$ cat config.mk
export PLATFORM = sky130hd
export DESIGN_NAME = fifo_bank_ctrl
export DESIGN_NICKNAME = d
export VERILOG_FILES = /design/src/rtl/fifo_bank_ctrl_pkg.sv /design/src/rtl/fifo_bank_skew.sv /design/src/rtl/fifo_bank_ctrl.sv
export SDC_FILE = /design/constraint.sdc
export NUM_CORES = 1
export LEC_CHECK = 0
export BUFFER_PORTS_ARGS = -buffer_cell sky130_fd_sc_hd__clkbuf_2
export CORE_MARGIN = 2
export CORE_UTILIZATION = 35
export CTS_BUF_LIST = sky130_fd_sc_hd__clkbuf_8
export DETAILED_ROUTE_END_ITERATION = 10
export PLACE_DENSITY = 0.82
export SLEW_MARGIN = 30
export SYNTH_ARGS = -nofsm -noshare
export SYNTH_HDL_FRONTEND = slang
export SYNTH_HIERARCHICAL = 1
export SYNTH_SLANG_ARGS = --single-unit
$ cat constraint.sdc
create_clock -name clk -period 1.9 [get_ports clk]
set_input_delay 0.285 -clock clk [delete_from_list [all_inputs] [get_ports clk]]
set_output_delay 0.285 -clock clk [all_outputs]
set_load 0.02 [all_outputs]
$ cat src/rtl/fifo_bank_ctrl_pkg.sv
// Shared types and size helpers for the fifo bank sequencer.
// FIFO_BANK_CTRL_SKEW_EN selects the skewed drain length.
package fifo_bank_ctrl_pkg;

    typedef enum logic [1:0] {
        IDLE  = 2'd0,
        FILL  = 2'd1,
        DRAIN = 2'd2,
        DONE  = 2'd3
    } state_t;

    // Width of a counter covering 0..n-1, never narrower than one bit.
    function automatic int cnt_w(input int n);
        return (n > 1) ? $clog2(n) : 1;
    endfunction

    // Number of DRAIN cycles.
    function automatic int drain_len(input int nf, input int d);
`ifdef FIFO_BANK_CTRL_SKEW_EN
        return d + nf - 1;
`else
        return d + 0 * nf;
`endif
    endfunction

endpackage

$ cat src/rtl/fifo_bank_skew.sv
// Maps the drain cycle count onto per-fifo shift enables.
// FIFO_BANK_CTRL_SKEW_EN: lane i runs on cycles i..i+DEPTH-1; otherwise all lanes run together.
module fifo_bank_skew
    import fifo_bank_ctrl_pkg::*;
#(
    parameter int NUM_FIFO = 8,
    parameter int DEPTH    = 8,
    parameter int DW       = cnt_w(DEPTH + NUM_FIFO)
) (
    input  logic [DW-1:0]       drain_cnt_i,
    output logic [NUM_FIFO-1:0] en_o
);

    for (genvar i = 0; i < NUM_FIFO; i++) begin : g_lane
`ifdef FIFO_BANK_CTRL_SKEW_EN
        assign en_o[i] = (32'(drain_cnt_i) >= 32'(i)) &&
                         (32'(drain_cnt_i) <  32'(i + DEPTH));
`else
        assign en_o[i] = 32'(drain_cnt_i) < 32'(DEPTH);
`endif
    end

endmodule

$ cat src/rtl/fifo_bank_ctrl.sv
// Fill/drain sequencer for a bank of NUM_FIFO delay fifos.
// FIFO_BANK_CTRL_SKEW_EN selects a lane-skewed drain (see fifo_bank_skew).
module fifo_bank_ctrl
    import fifo_bank_ctrl_pkg::*;
#(
    parameter int NUM_FIFO = 8,
    parameter int DEPTH    = 8,
    parameter int BITS     = 64
) (
    input  logic                clk,
    input  logic                rst_n,
    input  logic                start,
    input  logic                abort,
    input  logic                in_valid,
    output logic                in_ready,
    input  logic [BITS-1:0]     in_data,
    output logic [NUM_FIFO-1:0] fifo_en,
    output logic [BITS-1:0]     fifo_d,
    output logic [NUM_FIFO-1:0] lane_valid,
    output logic                busy,
    output logic                done
);

    localparam int LW = cnt_w(NUM_FIFO);
    localparam int BW = cnt_w(DEPTH);
    localparam int DW = cnt_w(DEPTH + NUM_FIFO);
    localparam int T  = drain_len(NUM_FIFO, DEPTH);

    state_t        state_q, state_d;
    logic [LW-1:0] lane_q, lane_d;
    logic [BW-1:0] beat_q, beat_d;
    logic [DW-1:0] drain_q, drain_d;
    logic          beat;
    logic [NUM_FIFO-1:0] skew_en;

    fifo_bank_skew #(
        .NUM_FIFO (NUM_FIFO),
        .DEPTH    (DEPTH),
        .DW       (DW)
    ) u_skew (
        .drain_cnt_i (drain_q),
        .en_o        (skew_en)
    );

    // abort wins over a beat presented in the same cycle
    assign beat = (state_q == FILL) && in_valid && !abort;

    always_comb begin
        in_ready = (state_q == FILL) && !abort;
        fifo_d   = (state_q == FILL) ? in_data : '0;
        fifo_en  = '0;
        if (beat) begin
            fifo_en[lane_q] = 1'b1;
        end else if (state_q == DRAIN && !abort) begin
            fifo_en = skew_en;
        end
    end

    assign lane_valid = fifo_en;
    assign busy       = (state_q != IDLE);
    assign done       = (state_q == DONE);

    always_comb begin
        state_d = state_q;
        lane_d  = lane_q;
        beat_d  = beat_q;
        drain_d = drain_q;
        if (abort) begin
            state_d = IDLE;
            lane_d  = '0;
            beat_d  = '0;
            drain_d = '0;
        end else begin
            case (state_q)
                IDLE: if (start) state_d = FILL;
                FILL: begin
                    if (beat) begin
                        if (32'(beat_q) == 32'(DEPTH - 1)) begin
                            beat_d = '0;
                            if (32'(lane_q) == 32'(NUM_FIFO - 1)) begin
                                lane_d  = '0;
                                state_d = DRAIN;
                            end else begin
                                lane_d = lane_q + LW'(1);
                            end
                        end else begin
                            beat_d = beat_q + BW'(1);
                        end
                    end
                end
                DRAIN: begin
                    if (32'(drain_q) == 32'(T - 1)) begin
                        drain_d = '0;
                        state_d = DONE;
                    end else begin
                        drain_d = drain_q + DW'(1);
                    end
                end
                DONE:    state_d = IDLE;
                default: state_d = IDLE;
            endcase
        end
    end

    always_ff @(posedge clk or negedge rst_n) begin
        if (!rst_n) begin
            state_q <= IDLE;
            lane_q  <= '0;
            beat_q  <= '0;
            drain_q <= '0;
        end else begin
            state_q <= state_d;
            lane_q  <= lane_d;
            beat_q  <= beat_d;
            drain_q <= drain_d;
        end
    end

endmodule
==> flow_summary.json <==
{
  "insertion_delay_ps": 240,
  "cts_root_buffer": "clkbuf_8",
  "drt_iter0_drc": 89,
  "syn-cell-area_um2": 1370,
  "arrival_ps": 1660,
  "worst_hold_path_type": "primary input to register",
  "ys_ff_latch": 12,
  "yosysWarnings": 6,
  "vias": 1678,
  "crit_type": "register to output pin",
  "fin_crit_sh": 1.02,
  "async_reset_ff_frac": 1.00,
  "ios": 152,
  "synth.distinct_cells": 32,
  "place_congestion": 0.777,
  "synth_common_cells": "and2_1, buf_4, dfrtp_1",
  "nNetsFinal": 396,
  "core_area_um2": 3720,
  "cts.sink_count": 12,
  "hpwl_um": 3650,
  "yosysSeqAreaShare": 0.220,
  "period_minus_slack_ps": 1940,
  "grt_max_degree": 36,
  "holdWs_ps": 227,
  "syn_to_final_growth_pct": 74.5,
  "antenna_cells": 0,
  "met1_usage": 0.231,
  "hold_violations": 0,
  "start_util": 0.368,
  "report.final.slew_viol_count": 0,
  "first_pass_iters": 4,
  "power.leakage_nw": 1.40,
  "use_met2": 0.398,
  "worstReg2RegStart": "state_q[1]",
  "power.total_w": 0.00227,
  "cts_htree_levels": 1,
  "synth_area_per_cell_um2": 7.90,
  "ir_drop_mv": 0.636,
  "grt_most_used_layer": "met2",
  "rsz0062_at_grt": "true",
  "layout-drive-gt1-share": 0.584,
  "synth_top_area_frac": 0.293,
  "powerDensity_nw_per_um2": 954,
  "max_freq_ghz": 0.515,
  "synthFlopType": "dfrtp_1",
  "cp-start-kind": "register",
  "clk_pin_slew_ps": 50,
  "critPathLaunch": "state_q[1]",
  "die_x_um": 66.5,
  "synth_nets": 251,
  "route.detailed.drc": 0,
  "synth_enable_flop_cells": 0,
  "postRouteAntennaNets": 0,
  "viasPerCell": 4.60,
  "maxCapViolations": 0,
  "first_global_vias": 1597,
  "fillers": 326,
  "portBuffers": 151,
  "instances_no_fill": 365,
  "cts_max_path_buffers": 2,
  "relSlewSlack": 0.787,
  "dpl.cell_count": 356,
  "synthCells": 173,
  "failed_checks": "negative setup slack",
  "setup_ws_ps": -42.9,
  "fp.dieArea_um2": 4420,
  "yosysTopAreaCell": "and2_1",
  "die_h_um": 66.5,
  "critPathMaxFanout": 4,
  "critPathCaptureType": "output pin",
  "rows": 22,
  "gr-total-overflow": 0,
  "crit_required_ps": 1620,
  "cts_tree": "yes",
  "worst_pin_slew_ps": 315,
  "wl_per_cell_um": 13.0,
  "synth.most_common_cell": "and2_1",
  "synth_area_leaders": "and2_1, dfrtp_1, buf_4, ha_1, a32o_1",
  "status": "complete, but fails checks",
  "hold_start": "start",
  "numCtsBuffers": 3,
  "use_met3": 0.0541,
  "wl_um": 4750,
  "final_util": 0.642,
  "setup_viol": 9,
  "antenna_found_initial": 0,
  "groute.usage.overall": 0.208,
  "grt_pass1_wl_um": 7200,
  "clock_skew_ps": 0.706
}
-- metal layers --
metal | up-vias | share of wire
li1 | 845 | -
met1 | 737 | 0.37
met2 | 89 | 0.52
met3 | 7 | 0.095
met4 | 0 | 0.012
met5 | - | 0
-- flip-flops by register name, summed over array words and instances, names as in the netlist --
signal and flops:
state_q 2, drain_q 4, beat_q 3, lane_q 3
-- cells by family (layout without fill, tap and decap cells) --
logic type | after synthesis | in the layout | synth area share
buffers and inverters | 30 | 174 | 0.128
flip-flops | 12 | 12 | 0.220
multiplexers | 3 | 3 | 0.0220
AND/OR/NAND/NOR | 98 | 98 | 0.429
XOR/XNOR | 1 | 1 | 0.00641
adder cells (fa/ha/maj) | 9 | 9 | 0.0824
AO/OA/AOI/OAI | 20 | 20 | 0.112
-- final cells by class --
| cell class | count | area, µm² | share of cell area |
|---|---|---|---|
| clock buffers | 4 | 55.1 | 0.0231 |
| inverters | 6 | 22.5 | 0.00944 |
| multi-input cells | 131 | 970 | 0.407 |
| flip-flops and latches | 12 | 302 | 0.126 |
| well taps | 48 | 60.1 | 0.0252 |
| repair buffers | 164 | 976 | 0.409 |
-- critical path, cell delays in order (launching register included) --
cell      delay (ps)
dfrtp_1          390
inv_2             90
ha_4             200
nand2_8           70
nor3b_4          250
a32o_2           250
clkbuf_8         150
-- stage by stage --
step	cell area, µm²	setup slack, ps	TNS (ps)
2_1_floorplan	1370	13.8	0
3_3_place_gp	2090	94.3	0
3_5_place_dp	2090	1.10	0
4_1_cts	2290	-9.79	-35.7
5_1_grt	2380	-121	-1370
6_report	2380	-42.9	-177
-- placed cells by master, fill, tap and decap left out, types with 2 or more instances in the layout --
master	n
nor3b_1	3
buf_8	2
ha_1	7
nand3_1	4
clkbuf_2	111
inv_2	2
nand2_1	4
dfrtp_1	11
buf_2	14
inv_1	4
nor2_1	10
clkbuf_8	6
a22o_1	2
clkbuf_4	2
a32o_2	6
and2_1	63
a21oi_1	7
buf_6	4
nor3_1	2
or3_1	2
mux2i_1	3
buf_4	27
ha_4	2
-- where the power goes --
part	switching, W	internal (W)
logic	0.000962	0.000718
clock network	0.0000942	0.000183
registers	0.0000314	0.000285
-- path summary, 6_finish.rpt --
path	to	slack [ps]	depth (start not counted)
worst max-delay path	lane_valid[7]	-40	6
worst min-delay path	state_q[1]	230	2
worst max register to register	state_q[1]	220	7
worst min register to register	drain_q[0]	510	1
max in group asynchronous	state_q[0]	1180	2
min in group asynchronous	drain_q[0]	460	2
-- what timing repair did --
action / 4_1_cts / 5_1_grt
pin swaps: 5 / 5
buffers inserted: 3 / 1
endpoints found under the hold margin: 12 / 0
hold buffers: 1 / 0
setup endpoints to repair: 61 / 51
gates resized for setup: 26 / 67
No activity file was read; power rests on OpenSTA's default activity.
